### config.mk
export PLATFORM = sky130hd
export DESIGN_NAME = mux_nto1_stream_flat
export DESIGN_NICKNAME = d
export VERILOG_FILES = /design/src/rtl/mux_nto1_stream_if.sv /design/src/rtl/mux_nto1_stream.sv /design/src/flat_wrapper.sv
export SDC_FILE = /design/constraint.sdc
export NUM_CORES = 1
export LEC_CHECK = 0
export CAP_MARGIN = 5
export CORE_MARGIN = 3
export CORE_UTILIZATION = 40
export CTS_CLUSTER_DIAMETER = 150
export DETAILED_ROUTE_END_ITERATION = 8
export DONT_BUFFER_PORTS = 1
export GPL_ROUTABILITY_DRIVEN = 0
export PLACE_DENSITY_LB_ADDON = 0.1
export SKIP_LAST_GASP = 1
export SLEW_MARGIN = 20
export SYNTH_ARGS = -nofsm -noshare
export SYNTH_HDL_FRONTEND = slang
export SYNTH_SLANG_ARGS = --single-unit
### constraint.sdc
create_clock -name clk -period 5.1 [get_ports clk]
set_input_delay 1.02 -clock clk [delete_from_list [all_inputs] [get_ports clk]]
set_output_delay 1.02 -clock clk [all_outputs]
set_load 0.05 [all_outputs]
### src/rtl/mux_nto1_stream_if.sv
// mux_nto1_stream_if: N-channel input bundle, select controls and output stream.
//   in_data/in_valid/in_ready : N source streams (channel i at [i*WIDTH +: WIDTH])
//   sel/sel_load/mode/cur_sel : select control and current pointer
//   out_data/out_valid/out_ready : merged output stream
`timescale 1ns/1ps
interface mux_nto1_stream_if #(
    parameter int unsigned WIDTH = 8,
    parameter int unsigned N     = 4
);
    localparam int unsigned SELW = $clog2(N);

    logic [N*WIDTH-1:0] in_data;
    logic [N-1:0]       in_valid;
    logic [N-1:0]       in_ready;
    logic [SELW-1:0]    sel;
    logic               sel_load;
    logic               mode;
    logic [SELW-1:0]    cur_sel;
    logic [WIDTH-1:0]   out_data;
    logic               out_valid;
    logic               out_ready;

    // Environment side: drives sources, control and downstream ready
    modport master (
        output in_data, in_valid, sel, sel_load, mode, out_ready,
        input  in_ready, cur_sel, out_data, out_valid
    );

    // Mux side
    modport slave (
        input  in_data, in_valid, sel, sel_load, mode, out_ready,
        output in_ready, cur_sel, out_data, out_valid
    );
endinterface

### src/rtl/mux_nto1_stream.sv
// mux_nto1_stream: N:1 WIDTH-bit stream mux with a one-entry registered output.
//   clk, rst_n : clock, asynchronous active-low reset
//   bus        : mux_nto1_stream_if.slave (sources, select control, output stream)
// Fixed mode routes channel cur_sel; round-robin mode picks the first valid
// channel at or after cur_sel and advances the pointer past it on each accept.
`timescale 1ns/1ps
module mux_nto1_stream #(
    parameter int unsigned WIDTH = 8,
    parameter int unsigned N     = 4,
    parameter int unsigned SELW  = $clog2(N)
) (
    input  logic              clk,
    input  logic              rst_n,
    mux_nto1_stream_if.slave  bus
);
    localparam logic [SELW-1:0] LAST_CH = SELW'(N - 1);

    logic [SELW-1:0]  cur_sel_q;
    logic [WIDTH-1:0] out_data_q;
    logic             out_valid_q;
    logic [SELW-1:0]  ch_c;
    logic             space_c;
    logic             acc_c;
    logic [N-1:0]     in_ready_c;
    logic [WIDTH-1:0] sel_data_c;

    // Channel choice: cur_sel, or first valid channel scanning up from cur_sel with wrap
    always_comb begin
        logic            found;
        logic [SELW-1:0] idx;
        ch_c  = cur_sel_q;
        found = 1'b0;
        idx   = cur_sel_q;
        if (bus.mode) begin
            for (int unsigned k = 0; k < N; k++) begin
                if (!found && bus.in_valid[idx]) begin
                    ch_c  = idx;
                    found = 1'b1;
                end
                idx = (idx == LAST_CH) ? '0 : idx + SELW'(1);
            end
        end
    end

    // Handshake: only the chosen channel may be accepted, and only when the slot frees up
    always_comb begin
        space_c    = !out_valid_q || bus.out_ready;
        in_ready_c = (rst_n && space_c) ? (N'(1) << ch_c) : '0;
        acc_c      = bus.in_valid[ch_c] && in_ready_c[ch_c];
        sel_data_c = bus.in_data[32'(ch_c) * WIDTH +: WIDTH];
    end

    // Output register and select pointer
    always_ff @(posedge clk or negedge rst_n) begin
        if (!rst_n) begin
            out_data_q  <= '0;
            out_valid_q <= 1'b0;
            cur_sel_q   <= '0;
        end else begin
            if (acc_c) begin
                out_data_q  <= sel_data_c;
                out_valid_q <= 1'b1;
            end else if (bus.out_ready) begin
                out_valid_q <= 1'b0;
            end

            // An out-of-range load still blocks the round-robin advance
            if (bus.sel_load) begin
                if (32'(bus.sel) < N) begin
                    cur_sel_q <= bus.sel;
                end
            end else if (bus.mode && acc_c) begin
                cur_sel_q <= (ch_c == LAST_CH) ? '0 : ch_c + SELW'(1);
            end
        end
    end

    assign bus.in_ready  = in_ready_c;
    assign bus.out_data  = out_data_q;
    assign bus.out_valid = out_valid_q;
    assign bus.cur_sel   = cur_sel_q;

endmodule

### src/flat_wrapper.sv
// flat-port wrapper written by rule: the top's interface ports become plain ports
module mux_nto1_stream_flat 
#(
    parameter int unsigned WIDTH = 8,
    parameter int unsigned N     = 4,
    parameter int unsigned SELW  = $clog2(N)
)
  (clk, rst_n, bus_in_data, bus_in_valid, bus_sel, bus_sel_load, bus_mode, bus_out_ready, bus_in_ready, bus_cur_sel, bus_out_data, bus_out_valid);
  mux_nto1_stream_if #(.WIDTH(WIDTH), .N(N)) bus_i ();
  input  logic clk;
  input  logic rst_n;
  input wire logic [$bits(bus_i.in_data)-1:0] bus_in_data;
  input wire logic [$bits(bus_i.in_valid)-1:0] bus_in_valid;
  input wire logic [$bits(bus_i.sel)-1:0] bus_sel;
  input wire logic [$bits(bus_i.sel_load)-1:0] bus_sel_load;
  input wire logic [$bits(bus_i.mode)-1:0] bus_mode;
  input wire logic [$bits(bus_i.out_ready)-1:0] bus_out_ready;
  output wire logic [$bits(bus_i.in_ready)-1:0] bus_in_ready;
  output wire logic [$bits(bus_i.cur_sel)-1:0] bus_cur_sel;
  output wire logic [$bits(bus_i.out_data)-1:0] bus_out_data;
  output wire logic [$bits(bus_i.out_valid)-1:0] bus_out_valid;
  assign bus_i.in_data = bus_in_data;
  assign bus_i.in_valid = bus_in_valid;
  assign bus_i.sel = bus_sel;
  assign bus_i.sel_load = bus_sel_load;
  assign bus_i.mode = bus_mode;
  assign bus_i.out_ready = bus_out_ready;
  assign bus_in_ready = bus_i.in_ready;
  assign bus_cur_sel = bus_i.cur_sel;
  assign bus_out_data = bus_i.out_data;
  assign bus_out_valid = bus_i.out_valid;
  mux_nto1_stream #(.WIDTH(WIDTH), .N(N), .SELW(SELW)) u_core (.clk(clk), .rst_n(rst_n), .bus(bus_i));
endmodule
==> results.md <==
* Outcome: complete, no violations
* First-pass GRT wire length at 4400 um
* Commonest non-fill, non-tap cell in the layout: dfrtp_1
* Max transition margin at 62.4%
* Largest net degree at the start of global routing at 15
* Final WL at 2730 um
* Post-CTS setup buffers at 0
* Critical Path AT at 3.40 ns
* Clk pwr share at 10.4%
* Slowest CP cell: mux4_2
* Switching Share at 52.5%
* CP startpoint: u_core.bus.cur_sel[1]
* Root Driver: clkbuf_4
* Tot Pwr at 555 uW
* Fin Setup TNS at 0 ns
* Rows at 18
* CTS clk-pin slew, worst paths at 0.07 ns
* Crit-path most repeated cell: buf_4
* Initial antenna violation count at 0
* Vert. Die Dim at 58.9 um
* DP Area at 0.00119 sq mm
* Fin. max-slew vios at 0
* Post-synthesis net count at 154
* Clk_lat worst skew at 0.27 ns
* Synth Area per Inst at 10.3 sq um
* Area Overhead vs Synth at 8.61%
* Minimum clock period at 4.42 ns
* Critical Path RT at 4.08 ns
* Cell Chain, Critical Path: buf_4 -> ha_1 -> or2_1 -> mux4_2 -> a211oi_1 -> o311a_1 -> nor2_1 -> buf_4 -> ha_1 -> and3_1 -> buf_4
* Post-Syn Area at 0.00112 sq mm
* Lkg Pwr at 0.456 nW
* Num CTS Buffers at 3
* Ys async rst share at 100%
* CTS H-tree lvls at 1
* CP Capture Type: primary output
* Ys Warns at 0
* Final Instance Area at 0.00121 sq mm
* Setup-failing EPs final at 0
* Area leader, netlist: dfrtp_1
* DR vias/cell at 6.59
* Via count at 942
* Fmax at 226 MHz
* Fin crit share at 86.7%
* P_sw at 291 uW
* Gate power share at 40.7%
* Worst Max-Slew Pin Slew at 0.564 ns
* Synthesized instance count at 109
* Final Hold Fails at 0
* DP HPWL at 2130 um
* EDFF count, synth at 0
* CP peak stage delay at 0.52 ns
* Critical Path Start Type: flop
* Max VDD drop at 375 uV
* Top post-synthesis cells by area: dfrtp_1, mux4_2, mux2_2
* # port buffers at 0
* Commonest register cell after synthesis: dfrtp_1
* First-pass DRT Iterations at 4
* Clock sink count at 11
* Maxcap violations at 0
* RSZ-0062 raised after global routing: false
* Post-CTS Resized at 0
* GRT Overall Usage at 16.3%
* CTS Buffer Depth at 2
* R2r startpoint: u_core.bus.cur_sel[1]
* DRC at 0
* Clock Skews at 0.00758 ns
* # diodes at 0
* Area share of the largest cell type after synthesis at 24.6%
* Total die area at 0.00347 sq mm
* Crit path max fanout at 12
* Crit Path Category: reg2out
* Fillcell total at 258
* Seq pwr share at 48.9%
* Power Density at 457 mW/mm^2
* Num ports at 58
* Die Width at 58.9 um
* CTS tree: yes
* Seq/Total Area, Yosys at 24.6%
* Distinct cells, synth at 45
* # hold bufs at CTS at 0
* Most frequent cells in the layout: dfrtp_1, mux4_2, mux2_2, buf_4, nand2_1
* Initial core utilization at 43.6%
* Wire per inst at 19.1 um
* Vias in the first global route at 910
* Remaining antenna violation count after routing at 0
* Worst min-delay path class: in2async
* Layout cell share with drive strength beyond 1 at 30.1%
* Final net count at 159
* Starting DRT DRC Count at 69
* Yosys reg bits at 11
* Aggregate global routing overflow at 0
* Int Pwr at 264 uW
* Core area at 0.00257 sq mm
-- path summary, 6_finish.rpt --
| kind | end | slack, ns | cells past startpoint |
|---|---|---|---|
| setup / recovery | bus_in_ready[3] | 0.68 | 11 |
| hold / removal | u_core.bus.cur_sel[0] | 0.44 | 0 |
| setup reg to reg | u_core.bus.out_data[7] | 1.28 | 12 |
| hold reg to reg | u_core.bus.cur_sel[1] | 0.79 | 3 |
| max in group asynchronous | u_core.bus.out_data[7] | 4.58 | 0 |
| min in group clk | u_core.bus.cur_sel[1] | 0.79 | 3 |
-- registers in the layout, summed over array words and instances, names as in the netlist --
signal	cells
u_core.bus.out_valid	1
u_core.bus.out_data	8
u_core.bus.cur_sel	2
-- worst max-delay path: cells and delay by family (launching register included) --
kind,cells,cell delay [ns]
adders and majority gates,2,0.61
AOI/OAI and AO/OA,2,0.58
muxes,1,0.52
and+or+nand+nor,3,0.47
DFF,1,0.33
buffers and inverters,3,0.62
-- area by class of cell --
| cell class | instances | area, sq um | share of cell area, % |
|---|---|---|---|
| multi-input combinational | 85 | 797 | 65.6 |
| clock buffer | 4 | 26.3 | 2.16 |
| tap | 30 | 37.5 | 3.09 |
| sequential | 11 | 275 | 22.7 |
| inverter | 5 | 18.8 | 1.54 |
| timing repair buffer | 8 | 60.1 | 4.94 |
-- stage by stage --
stage	setup WS, ns	util [%]	hold slack, ns	instances
6_report	0.680	47.3	0.440	143
5_1_grt	0.453	47.3	0.415	143
4_1_cts	0.676	47.3	0.428	143
3_5_place_dp	0.995	46.3	0.725	139
3_3_place_gp	1.02	46.3	0.725	139
2_1_floorplan	0.0175	-	0.724	109
-- metal layers --
| layer | global-route usage (%) | vias up | wire length, um |
|---|---|---|---|
| met5 | 0 | - | 0 |
| met4 | 2.91 | 0 | 17 |
| met3 | 5.48 | 2 | 217 |
| met2 | 22.1 | 41 | 1280 |
| met1 | 25.2 | 456 | 1210 |
| li1 | - | 443 | - |
-- power groups by stage --
stage / logic, mW / registers (mW) / clock network (mW)
6_report: 0.226 / 0.271 / 0.0578
5_1_grt: 0.250 / 0.277 / 0.0656
4_1_cts: 0.229 / 0.272 / 0.0617
2_1_floorplan: 0.181 / 0.277 / 0
3_5_place_dp: 0.228 / 0.275 / 0
3_3_place_gp: 0.224 / 0.274 / 0
-- Yosys cell counts, types with 2 or more instances --
cell       number
mux4_2         10
nor4b_1         2
or4_1           3
nor3_1          4
dfrtp_1        11
ha_1            2
o31a_1          2
buf_2           3
a2bb2oi_1       2
clkbuf_1        5
or3b_1          2
mux2_2          8
a21o_1          2
a31oi_1         3
o21ai_0         5
nor2_1          4
nand2b_1        2
nand2_1         6
inv_1           5
a21oi_1         3
-- cells by family (layout without fill, tap and decap cells) --
| kind of cell | after synthesis | in the layout | synth area share, % |
|---|---|---|---|
| AOI/OAI and AO/OA | 29 | 29 | 20.2 |
| adders and majority gates | 2 | 2 | 2.24 |
| buffers and inverters | 13 | 17 | 4.70 |
| DFF | 11 | 11 | 24.6 |
| muxes | 20 | 20 | 30.1 |
| and+or+nand+nor | 34 | 34 | 18.1 |
No activity file was read; power rests on OpenSTA's default activity.
